--- src/rtl/pe_pkg.sv ---
// Shared state encoding, default sizing and the ceil-log2 helper for the
// pe sequencer and its accumulators.
package pe_pkg;

    localparam int DEF_NUM_PE     = 2;
    localparam int DEF_PIX_PER_PE = 2;
    localparam int DEF_SUM_W      = 16;
    localparam int DEF_TIMEOUT    = 1023;

    typedef enum logic [2:0] {
        ST_INIT,
        ST_SUM_START,
        ST_SUM_WAIT,
        ST_ACCUM,
        ST_BG_START,
        ST_BG_WAIT,
        ST_DONE,
        ST_ERR
    } state_e;

    function automatic int clog2(input int value);
        int r;
        r = 0;
        for (int i = 0; i < 31; i++) begin
            if ((1 << i) < value) r = i + 1;
        end
        return r;
    endfunction

endpackage

--- src/rtl/pe_sum_accum.sv ---
// One colour channel: serially accumulates per-pe sums, then divides by the
// pixel count with a right shift and saturates the result to 8 bits.
module pe_sum_accum
    import pe_pkg::*;
#(
    parameter int SUM_W = DEF_SUM_W,
    parameter int ACC_W = DEF_SUM_W + 1,
    parameter int SHIFT = 2
) (
    input  logic             clk_i,
    input  logic             rst_i,
    input  logic             clr_i,
    input  logic             add_i,
    input  logic             last_i,
    input  logic [SUM_W-1:0] sum_i,
    output logic [7:0]       exp_o
);
    logic [ACC_W-1:0] acc_q, acc_d;
    logic [ACC_W-1:0] total;
    logic [ACC_W-1:0] shifted;
    logic [7:0]       exp_q, exp_d;

    // The average is captured on the final add so it is valid the next cycle.
    always_comb begin
        total   = acc_q + ACC_W'(sum_i);
        shifted = total >> SHIFT;
        acc_d   = acc_q;
        exp_d   = exp_q;
        if (clr_i) begin
            acc_d = '0;
        end else if (add_i) begin
            acc_d = total;
            if (last_i) exp_d = (shifted > ACC_W'(255)) ? 8'hFF : shifted[7:0];
        end
    end

    always_ff @(posedge clk_i) begin
        if (rst_i) begin
            acc_q <= '0;
            exp_q <= '0;
        end else begin
            acc_q <= acc_d;
            exp_q <= exp_d;
        end
    end

    assign exp_o = exp_q;
endmodule

--- src/rtl/pe_sequencer.sv ---
// Frame sequencer for an array of pe: sum phase, channel averaging, then
// background-removal phase, with per-phase timeout and host Done/Error handshake.
module pe_sequencer
    import pe_pkg::*;
#(
    parameter int NUM_PE     = DEF_NUM_PE,
    parameter int PIX_PER_PE = DEF_PIX_PER_PE,
    parameter int SUM_W      = DEF_SUM_W,
    parameter int TIMEOUT    = DEF_TIMEOUT
) (
    input  logic                    Clk,
    input  logic                    Reset,
    input  logic                    Start,
    input  logic                    Ack,
    input  logic [7:0]              threshold_in,
    input  logic [7:0]              bg_r_in,
    input  logic [7:0]              bg_g_in,
    input  logic [7:0]              bg_b_in,
    input  logic [NUM_PE-1:0]       pe_Qsd,
    input  logic [NUM_PE-1:0]       pe_Qbgd,
    input  logic [NUM_PE*SUM_W-1:0] pe_red_sum,
    input  logic [NUM_PE*SUM_W-1:0] pe_green_sum,
    input  logic [NUM_PE*SUM_W-1:0] pe_blue_sum,
    output logic [NUM_PE-1:0]       pe_Start_Sum,
    output logic [NUM_PE-1:0]       pe_Start_BgRemoval,
    output logic                    pe_Ack,
    output logic [7:0]              red_exp,
    output logic [7:0]              green_exp,
    output logic [7:0]              blue_exp,
    output logic [7:0]              threshold,
    output logic [7:0]              desired_bg_r,
    output logic [7:0]              desired_bg_g,
    output logic [7:0]              desired_bg_b,
    output logic                    Busy,
    output logic                    Done,
    output logic                    Error,
    output logic                    Qi,
    output logic                    Qss,
    output logic                    Qsw,
    output logic                    Qacc,
    output logic                    Qbs,
    output logic                    Qbw,
    output logic                    Qd,
    output logic                    Qe
);
    // NUM_PE*PIX_PER_PE must be a power of two: the average is a plain shift.
    localparam int SHIFT = clog2(NUM_PE * PIX_PER_PE);
    localparam int ACC_W = SUM_W + clog2(NUM_PE);
    localparam int IDX_W = (NUM_PE > 1) ? clog2(NUM_PE) : 1;
    localparam int CNT_W = (TIMEOUT > 0) ? clog2(TIMEOUT + 1) : 1;

    state_e            state_q, state_d;
    logic [NUM_PE-1:0] flags_q, flags_d;
    logic [NUM_PE-1:0] merged;
    logic [CNT_W-1:0]  cnt_q, cnt_d;
    logic [IDX_W-1:0]  idx_q, idx_d;
    logic              ack_q, ack_d;
    logic [7:0]        thr_q, thr_d, bgr_q, bgr_d, bgg_q, bgg_d, bgb_q, bgb_d;
    logic              acc_clr, acc_add, acc_last;

    assign merged = flags_q | ((state_q == ST_SUM_WAIT) ? pe_Qsd : pe_Qbgd);

    always_comb begin
        state_d  = state_q;
        flags_d  = flags_q;
        cnt_d    = cnt_q;
        idx_d    = idx_q;
        ack_d    = 1'b0;
        thr_d    = thr_q;
        bgr_d    = bgr_q;
        bgg_d    = bgg_q;
        bgb_d    = bgb_q;
        acc_clr  = 1'b0;
        acc_add  = 1'b0;
        acc_last = 1'b0;
        case (state_q)
            ST_INIT: begin
                if (Start) begin
                    thr_d   = threshold_in;
                    bgr_d   = bg_r_in;
                    bgg_d   = bg_g_in;
                    bgb_d   = bg_b_in;
                    acc_clr = 1'b1;
                    state_d = ST_SUM_START;
                end
            end
            ST_SUM_START, ST_BG_START: begin
                flags_d = '0;
                cnt_d   = '0;
                idx_d   = '0;
                state_d = (state_q == ST_SUM_START) ? ST_SUM_WAIT : ST_BG_WAIT;
            end
            ST_SUM_WAIT, ST_BG_WAIT: begin
                flags_d = merged;
                // Completion is checked before expiry so a last-cycle flag still wins.
                if (&merged) begin
                    ack_d   = 1'b1;
                    state_d = (state_q == ST_SUM_WAIT) ? ST_ACCUM : ST_DONE;
                end else if (cnt_q == CNT_W'(TIMEOUT)) begin
                    state_d = ST_ERR;
                end else begin
                    cnt_d = cnt_q + CNT_W'(1);
                end
            end
            ST_ACCUM: begin
                acc_add  = 1'b1;
                acc_last = (idx_q == IDX_W'(NUM_PE - 1));
                if (acc_last) state_d = ST_BG_START;
                else          idx_d   = idx_q + IDX_W'(1);
            end
            ST_DONE: begin
                if (Ack) state_d = ST_INIT;
            end
            ST_ERR: begin
                if (Ack) begin
                    ack_d   = 1'b1;
                    state_d = ST_INIT;
                end
            end
            default: state_d = ST_INIT;
        endcase
    end

    always_ff @(posedge Clk) begin
        if (Reset) begin
            state_q <= ST_INIT;
            flags_q <= '0;
            cnt_q   <= '0;
            idx_q   <= '0;
            ack_q   <= 1'b0;
            thr_q   <= '0;
            bgr_q   <= '0;
            bgg_q   <= '0;
            bgb_q   <= '0;
        end else begin
            state_q <= state_d;
            flags_q <= flags_d;
            cnt_q   <= cnt_d;
            idx_q   <= idx_d;
            ack_q   <= ack_d;
            thr_q   <= thr_d;
            bgr_q   <= bgr_d;
            bgg_q   <= bgg_d;
            bgb_q   <= bgb_d;
        end
    end

    pe_sum_accum #(.SUM_W(SUM_W), .ACC_W(ACC_W), .SHIFT(SHIFT)) u_red (
        .clk_i(Clk), .rst_i(Reset), .clr_i(acc_clr), .add_i(acc_add), .last_i(acc_last),
        .sum_i(pe_red_sum[int'(idx_q) * SUM_W +: SUM_W]), .exp_o(red_exp)
    );
    pe_sum_accum #(.SUM_W(SUM_W), .ACC_W(ACC_W), .SHIFT(SHIFT)) u_green (
        .clk_i(Clk), .rst_i(Reset), .clr_i(acc_clr), .add_i(acc_add), .last_i(acc_last),
        .sum_i(pe_green_sum[int'(idx_q) * SUM_W +: SUM_W]), .exp_o(green_exp)
    );
    pe_sum_accum #(.SUM_W(SUM_W), .ACC_W(ACC_W), .SHIFT(SHIFT)) u_blue (
        .clk_i(Clk), .rst_i(Reset), .clr_i(acc_clr), .add_i(acc_add), .last_i(acc_last),
        .sum_i(pe_blue_sum[int'(idx_q) * SUM_W +: SUM_W]), .exp_o(blue_exp)
    );

    assign pe_Start_Sum       = {NUM_PE{state_q == ST_SUM_START}};
    assign pe_Start_BgRemoval = {NUM_PE{state_q == ST_BG_START}};
    assign pe_Ack             = ack_q;
    assign threshold          = thr_q;
    assign desired_bg_r       = bgr_q;
    assign desired_bg_g       = bgg_q;
    assign desired_bg_b       = bgb_q;

    assign Qi   = (state_q == ST_INIT);
    assign Qss  = (state_q == ST_SUM_START);
    assign Qsw  = (state_q == ST_SUM_WAIT);
    assign Qacc = (state_q == ST_ACCUM);
    assign Qbs  = (state_q == ST_BG_START);
    assign Qbw  = (state_q == ST_BG_WAIT);
    assign Qd   = (state_q == ST_DONE);
    assign Qe   = (state_q == ST_ERR);

    assign Busy  = !(Qi || Qd || Qe);
    assign Done  = Qd;
    assign Error = Qe;
endmodule

--- config.mk ---
export PLATFORM = sky130hd
export DESIGN_NAME = pe_sequencer
export DESIGN_NICKNAME = d
export VERILOG_FILES = /design/src/rtl/pe_pkg.sv /design/src/rtl/pe_sum_accum.sv /design/src/rtl/pe_sequencer.sv
export SDC_FILE = /design/constraint.sdc
export NUM_CORES = 1
export LEC_CHECK = 0
export ABC_AREA = 1
export BUFFER_PORTS_ARGS = -buffer_cell sky130_fd_sc_hd__buf_2
export CORE_AREA = 2 2 135 137
export CTS_CLUSTER_DIAMETER = 200
export CTS_CLUSTER_SIZE = 8
export DETAILED_ROUTE_END_ITERATION = 6
export DIE_AREA = 0 0 137 139
export GPL_ROUTABILITY_DRIVEN = 1
export PLACE_DENSITY = 0.86
export SYNTH_ARGS = -nofsm -noshare
export SYNTH_HDL_FRONTEND = slang
export SYNTH_SLANG_ARGS = --single-unit
--- constraint.sdc ---
create_clock -name Clk -period 3.05 [get_ports Clk]
set_input_delay 0.1525 -clock Clk [delete_from_list [all_inputs] [get_ports Clk]]
set_output_delay 0.1525 -clock Clk [all_outputs]
set_load 0.05 [all_outputs]
## Yosys cells after proc, flatten, opt, wreduce, memory -nomap -nowiden

Index checks and enable logic that the tools add are counted.

| storage, ports and cells | value |
|---|---|
| bits in registers | 124 |
| input bits | 136 |
| output and inout port bits | 72 |

| cells by class | value |
|---|---|
| add/sub/neg operators | 5 |
| $lt $le $gt $ge | 3 |
| equality and inequality tests | 14 |
| shift-type cells | 3 |
| muxes and demuxes | 25 |
| bitwise operators | 2 |
| reduce and logical (&&, ||, !) cells | 15 |

Operator list:

| operator | number |
|---|---|
| $shiftx 32x6->16 | 3 |
| $add 17x16->17 | 3 |
| $gt 15x8->1 const B | 3 |
| $mux 8 | 3 |
| $mux 3 | 7 |
| $mux 10 | 2 |
| $pmux 10 s2 | 1 |
| $pmux 3 s5 | 1 |
| $eq 3x3->1 const B | 4 |
| $add 10x1->10 const B | 1 |
| $eq 10x10->1 const B | 1 |
| $reduce_or 2->1 | 4 |
| $mux 1 | 7 |
| $eq 3x2->1 const B | 2 |
| $ne 2x2->1 const B | 3 |
| $reduce_and 3->1 | 2 |
| $ne 2x1->1 const B | 2 |
| $pmux 1 s2 | 2 |
| $pmux 2 s2 | 1 |
| $reduce_and 2->1 | 2 |
| $reduce_and 4->1 | 1 |
| $reduce_bool 2->1 | 2 |
| $eq 3x1->1 const B | 1 |
| $logic_not 3->1 | 1 |
| 7 further kinds | 8 |

## Depth between registers and ports, before layout

| logic depth | value |
|---|---|
| depth after elaboration | 6 |
| depth in mapped cells | 21 |
| mapped depth without buffers | 19 |

## Cells and area by module

Synthesis repeated with hierarchy kept, for this count alone.

| second synthesis, totals | value |
|---|---|
| cells, all modules | 1517 |
| area total of the unflattened synthesis | 9313.9 um^2 |

Modules (own cells, without submodules):

| module | times used | cells an instance | area an instance (um^2) | sequential area each (um^2) |
|---|---|---|---|---|
| pe_sum_accum at u_blue ... | 2 | 345 | 2145.8 | 500.5 |
| pe_sequencer | 1 | 480 | 2877.8 | 980.9 |
| pe_sum_accum at u_red | 1 | 347 | 2144.6 | 500.5 |

## Least setup slack after synthesis

Ideal clock, no wire load.

| timing | value |
|---|---|
| path type | flip-flop to flip-flop |
| from | reg idx_q |
| to | reg u_blue.exp_q[0] (netlist: u_blue.exp_o[0]) |
| setup time | 0.118 ns |
| arrival | 2.718 ns |
| slack | 0.214 ns |
| cell stages (with the launch flop) | 21 |
| path buffers | 2 |
| period minus slack after synthesis | 2.836 ns |
| path through | dfxtp_1 -> inv_1 -> clkbuf_1 -> buf_1 -> nand2_1 -> nand2_1 -> ha_1 -> inv_1 -> fa_1 -> inv_1 -> nand2_1 -> nand2_1 -> nand3_1 -> nand2_1 -> nand2_1 -> nand3_1 -> nand2_1 -> nor2_1 -> nand3_1 -> nor2_1 -> nor2_1 |

| between the ends | value |
|---|---|
| longest elaborated chain between the ends | 4 |
| elaborated cells on any way between the ends | 6 |
| those cells by class | add/sub (1); order compare (1); shift (1); mux (2); reduce/logical (1) |

Ends and longest elaborated chain:

| element | RTL line | RTL |
|---|---|---|
| from (decl) | pe_sequencer.sv:56 | `logic [IDX_W-1:0] idx_q, idx_d;` |
| from (signal assigned) | pe_sequencer.sv:139 | `idx_q <= idx_d;` |
| $shiftx 32x6->16 | pe_sequencer.sv:158 | `.sum_i(pe_blue_sum[int'(idx_q) * SUM_W +: SUM_W]), .exp_o(blue_exp)` |
| $add 17x16->17 | pe_sum_accum.sv:25 | `total = acc_q + ACC_W'(sum_i);` |
| $gt 15x8->1 | pe_sum_accum.sv:33 | `if (last_i) exp_d = (shifted > ACC_W'(255)) ? 8'hFF : shifted[7:0];` |
| $mux 8 | pe_sum_accum.sv:33 |  |
| to (signal assigned) | pe_sum_accum.sv:43 | `exp_q <= exp_d;` |
| to (decl) | pe_sum_accum.sv:21 | `logic [7:0] exp_q, exp_d;` |

Several ways; a longest one is shown, not always the timed one.
A chain may end at the register's enable or synchronous reset.

## Worst setup path after layout

| timing | value |
|---|---|
| from | reg idx_q |
| to | reg u_red.exp_q[2] (netlist: u_red.exp_o[2]) |

| between the ends | value |
|---|---|
| longest elaborated chain between the ends | 4 |
| elaborated cells on any way between the ends | 6 |
| those cells by class | add/sub (1); order compare (1); shift (1); mux (2); reduce/logical (1) |

Ends and longest elaborated chain:

| element | RTL line | RTL |
|---|---|---|
| $shiftx 32x6->16 | pe_sequencer.sv:150 | `.sum_i(pe_red_sum[int'(idx_q) * SUM_W +: SUM_W]), .exp_o(red_exp)` |
| $add 17x16->17 | pe_sum_accum.sv:25 |  |
| $gt 15x8->1 | pe_sum_accum.sv:33 |  |
| $mux 8 | pe_sum_accum.sv:33 |  |
| to (signal assigned) | pe_sum_accum.sv:43 |  |
| to (decl) | pe_sum_accum.sv:21 |  |

Several ways; a longest one is shown, not always the timed one.

==> run summary <==
Status: finished, violations left
Failing checks: DRC
Placed insts: 1,836
DPL Wire Length: 18.0 mm
Die width: 137 um
Synth warn: 0
Post-synth EDFFs: 0
Iteration-0 DRC Markers: 774
Crit path max fanout: 12
Post-synthesis register bit count: 124
Fin area: 10,700 um^2
Seq/Total Area, Yosys: 0.287
DR pass1 iterations: 7
Antenna violations before repair: 0
Vias in the first global route: 9,107
Final WL: 25.3 mm
Worst Tran Pin Value: 0.770 ns
Critical Path RT: 3.37 ns
HP Class: in -> reg
Port-buffer cells: 207
Layout Cells excl Fill: 1,893
Clock period minus worst slack: 2.77 ns
Core Area: 17,700 um^2
First-pass GRT wire length: 41.0 mm
Clk Latency, worst-skew pair: 0.42 ns
Total power: 7.12 mW
Cell repeated most along the worst path: nand2_1
Vias: 9,616
Final period util: 0.909
CP Data Arrival Time: 3.09 ns
Main flop type after synthesis: dfxtp_1
CTS buffer count: 17
Synth Instances: 1,439
Leakage power: 6.07 nW
Clock sink count: 124
Setup TNS: 0 ns
Placed Area: 9870 um^2
Slew Viols, Final: 0
CTS H-tree depth: 4
Critical path buffer and inverter count: 4
Setup WS post-layout: 0.279 ns
Max Cap Viol: 0
RSZ-0062 raised after global routing: false
Power density over the cells: 664 nW/um^2
Root buf cell: clkbuf_16
Post-place setup slack: 0.221 ns
Total GRT Usage: 0.264
Total gr overflow: 0
Syn avg cell area: 6.02 um^2
CTS tree: built
Critical path startpoint category: register
Crit-path cells: buf_12 > nand2_1 > nand2_1 > ha_1 > inv_1 > fa_1 > nand3b_1 > nand2_1 > nand2_1 > nand2_1 > nand2_1 > nand2_1 > nand2_1 > nand2_1 > nand2_1 > nor2_1 > buf_4 > nand3_1 > nand2_1 > inv_1
Nets: 1,839
Max stage delay on crit path: 0.42 ns
Final count of hold timing violations: 0
Clock Path Buffers: 2
Asr flop ratio synth: 0
Core Rows: 49
VDD IR-drop max: 0.434 mV
Skew final: 0.00841 ns
Max frequency: 361 MHz
Slew HR: 0.487
Mapped Nets: 1,627
Syn Std Cell Area: 8660 um^2
Layout Utilization: 0.607
Final Setup Violations: 0
Share of cells above drive strength 1: 0.169
CP endpoint kind: register
Postcts setup bufs: 0
Slowest CP cell: dfxtp_4
Final GP Congestion: 0.947
I/O pin cnt: 208
Largest net degree at the start of global routing: 68
Yosys cell types: 33
Syn-to-layout area delta: 23.9%
Post-route ant nets: 0
# diodes: 0
# DRC: 4
Die outline area: 19,000 um^2
Fill count: 1,677
Vias per inst: 5.08
Final Hold Slack: 0.00776 ns
Clock Pin Slew Worst Setup and Hold Paths: 0.06 ns
Crit Path Class: reg -> reg
Initial Util: 0.490
Die H: 139 um
Routed WL per cell: 13.4 um
Crit path max-delay family: simple AND/OR/NAND/NOR gates
Yosys cell counts (all sizes together), types with 18 or more instances:
cell,number,area [um^2]
o21a,20,150
nor2,138,531
nand2,521,1960
nor3,18,113
clkbuf,35,131
ha,49,613
dfxtp,124,2480
a21oi,88,452
buf,20,111
nand3,102,510
inv,205,769
o21ai,44,224
xor2,24,210
metal layers:
metal	share of wire	GRT usage
met1	0.43	0.316
met2	0.48	0.447
met3	0.055	0.0504
met4	0.035	0.131
met5	0	0
registers in the layout, indices dropped and copies added (netlist names):
signal and flops:
threshold 8, u_green.exp_o 8, state_q 3, u_blue.acc_q 17, idx_q 1, desired_bg_b 8, desired_bg_r 8, u_green.acc_q 17
u_red.acc_q 17, flags_q 2, cnt_q 10, u_blue.exp_o 8, pe_Ack 1, desired_bg_g 8, u_red.exp_o 8
power by group:
| part | total (mW) | switching [mW] | internal [mW] |
|---|---|---|---|
| Sequential | 1.96 | 0.143 | 1.82 |
| Combinational | 3.28 | 2.32 | 0.959 |
| Clock | 1.88 | 0.809 | 1.07 |
final timing paths:
path / from / end / slack [ns] / cells after the start
max: idx_q / u_red.exp_o[2] / 0.28 / 20
min: bg_r_in[5] / desired_bg_r[5] / 0.008 / 3
max reg2reg: idx_q / u_red.exp_o[2] / 0.28 / 20
min reg2reg: threshold[4] / threshold[4] / 0.46 / 2
cells in the final DEF, fill, tap and decap left out, types with 2 or more instances in the layout:
cell / netlist / routed
nand2_1: 520 / 520
buf_2: 11 / 207
inv_1: 199 / 198
nor2_1: 135 / 135
dfxtp_1: 124 / 123
nand3_1: 102 / 102
a21oi_1: 87 / 87
ha_1: 49 / 49
o21ai_0: 43 / 43
xor2_1: 24 / 24
dlygate4sd3_1: 0 / 23
o21a_1: 20 / 20
clkbuf_16: 0 / 19
nor3_1: 16 / 15
o211ai_1: 15 / 15
buf_4: 6 / 14
or2_2: 8 / 8
inv_2: 6 / 6
inv_6: 0 / 6
xnor2_1: 6 / 6
nand3b_1: 5 / 5
nand4_1: 5 / 5
or2_0: 4 / 4
clkinv_4: 0 / 4
nor2_4: 1 / 3
fa_1: 3 / 3
clkinv_2: 0 / 3
nor3_4: 2 / 2
and2_1: 2 / 2
clkinvlp_4: 0 / 2
cells by family (layout without fill, tap and decap cells):
kind of cell | count (synthesis) | after routing | synth area share
flops | 124 | 124 | 0.287
xor+xnor | 30 | 30 | 0.0304
buf+inv | 260 | 485 | 0.117
simple gates | 804 | 804 | 0.378
compound gates | 169 | 169 | 0.110
fa+ha+maj | 52 | 52 | 0.0778
area by class of cell:
type / instances / area (um^2) / share of cell area
inverters: 205 / 774 / 0.0722
well taps: 229 / 287 / 0.0267
clock inverters: 14 / 109 / 0.0101
multi-input cells: 1055 / 5180 / 0.483
clock buffers: 18 / 439 / 0.0409
repair buffers: 248 / 1450 / 0.135
flip-flops and latches: 124 / 2490 / 0.232
worst reg2reg max path, stage by stage (launching register included):
cell and delay, ns:
dfxtp_4 0.42, buf_12 0.17, nand2_1 0.07, nand2_1 0.06, ha_1 0.16, inv_1 0.06
fa_1 0.39, nand3b_1 0.17, nand2_1 0.12, nand2_1 0.06, nand2_1 0.12, nand2_1 0.09
nand2_1 0.06, nand2_1 0.04, nand2_1 0.09, nand2_1 0.06, nor2_1 0.12, buf_4 0.19
nand3_1 0.10, nand2_1 0.09, inv_1 0.04
repair_timing:
action | in CTS | in global routing
gates resized for setup | 0 | 8
setup endpoints to repair | 0 | 23
hold buffers | 23 | 0
endpoints found under the hold margin | 23 | 0
(Power assumes the default switching activity.)
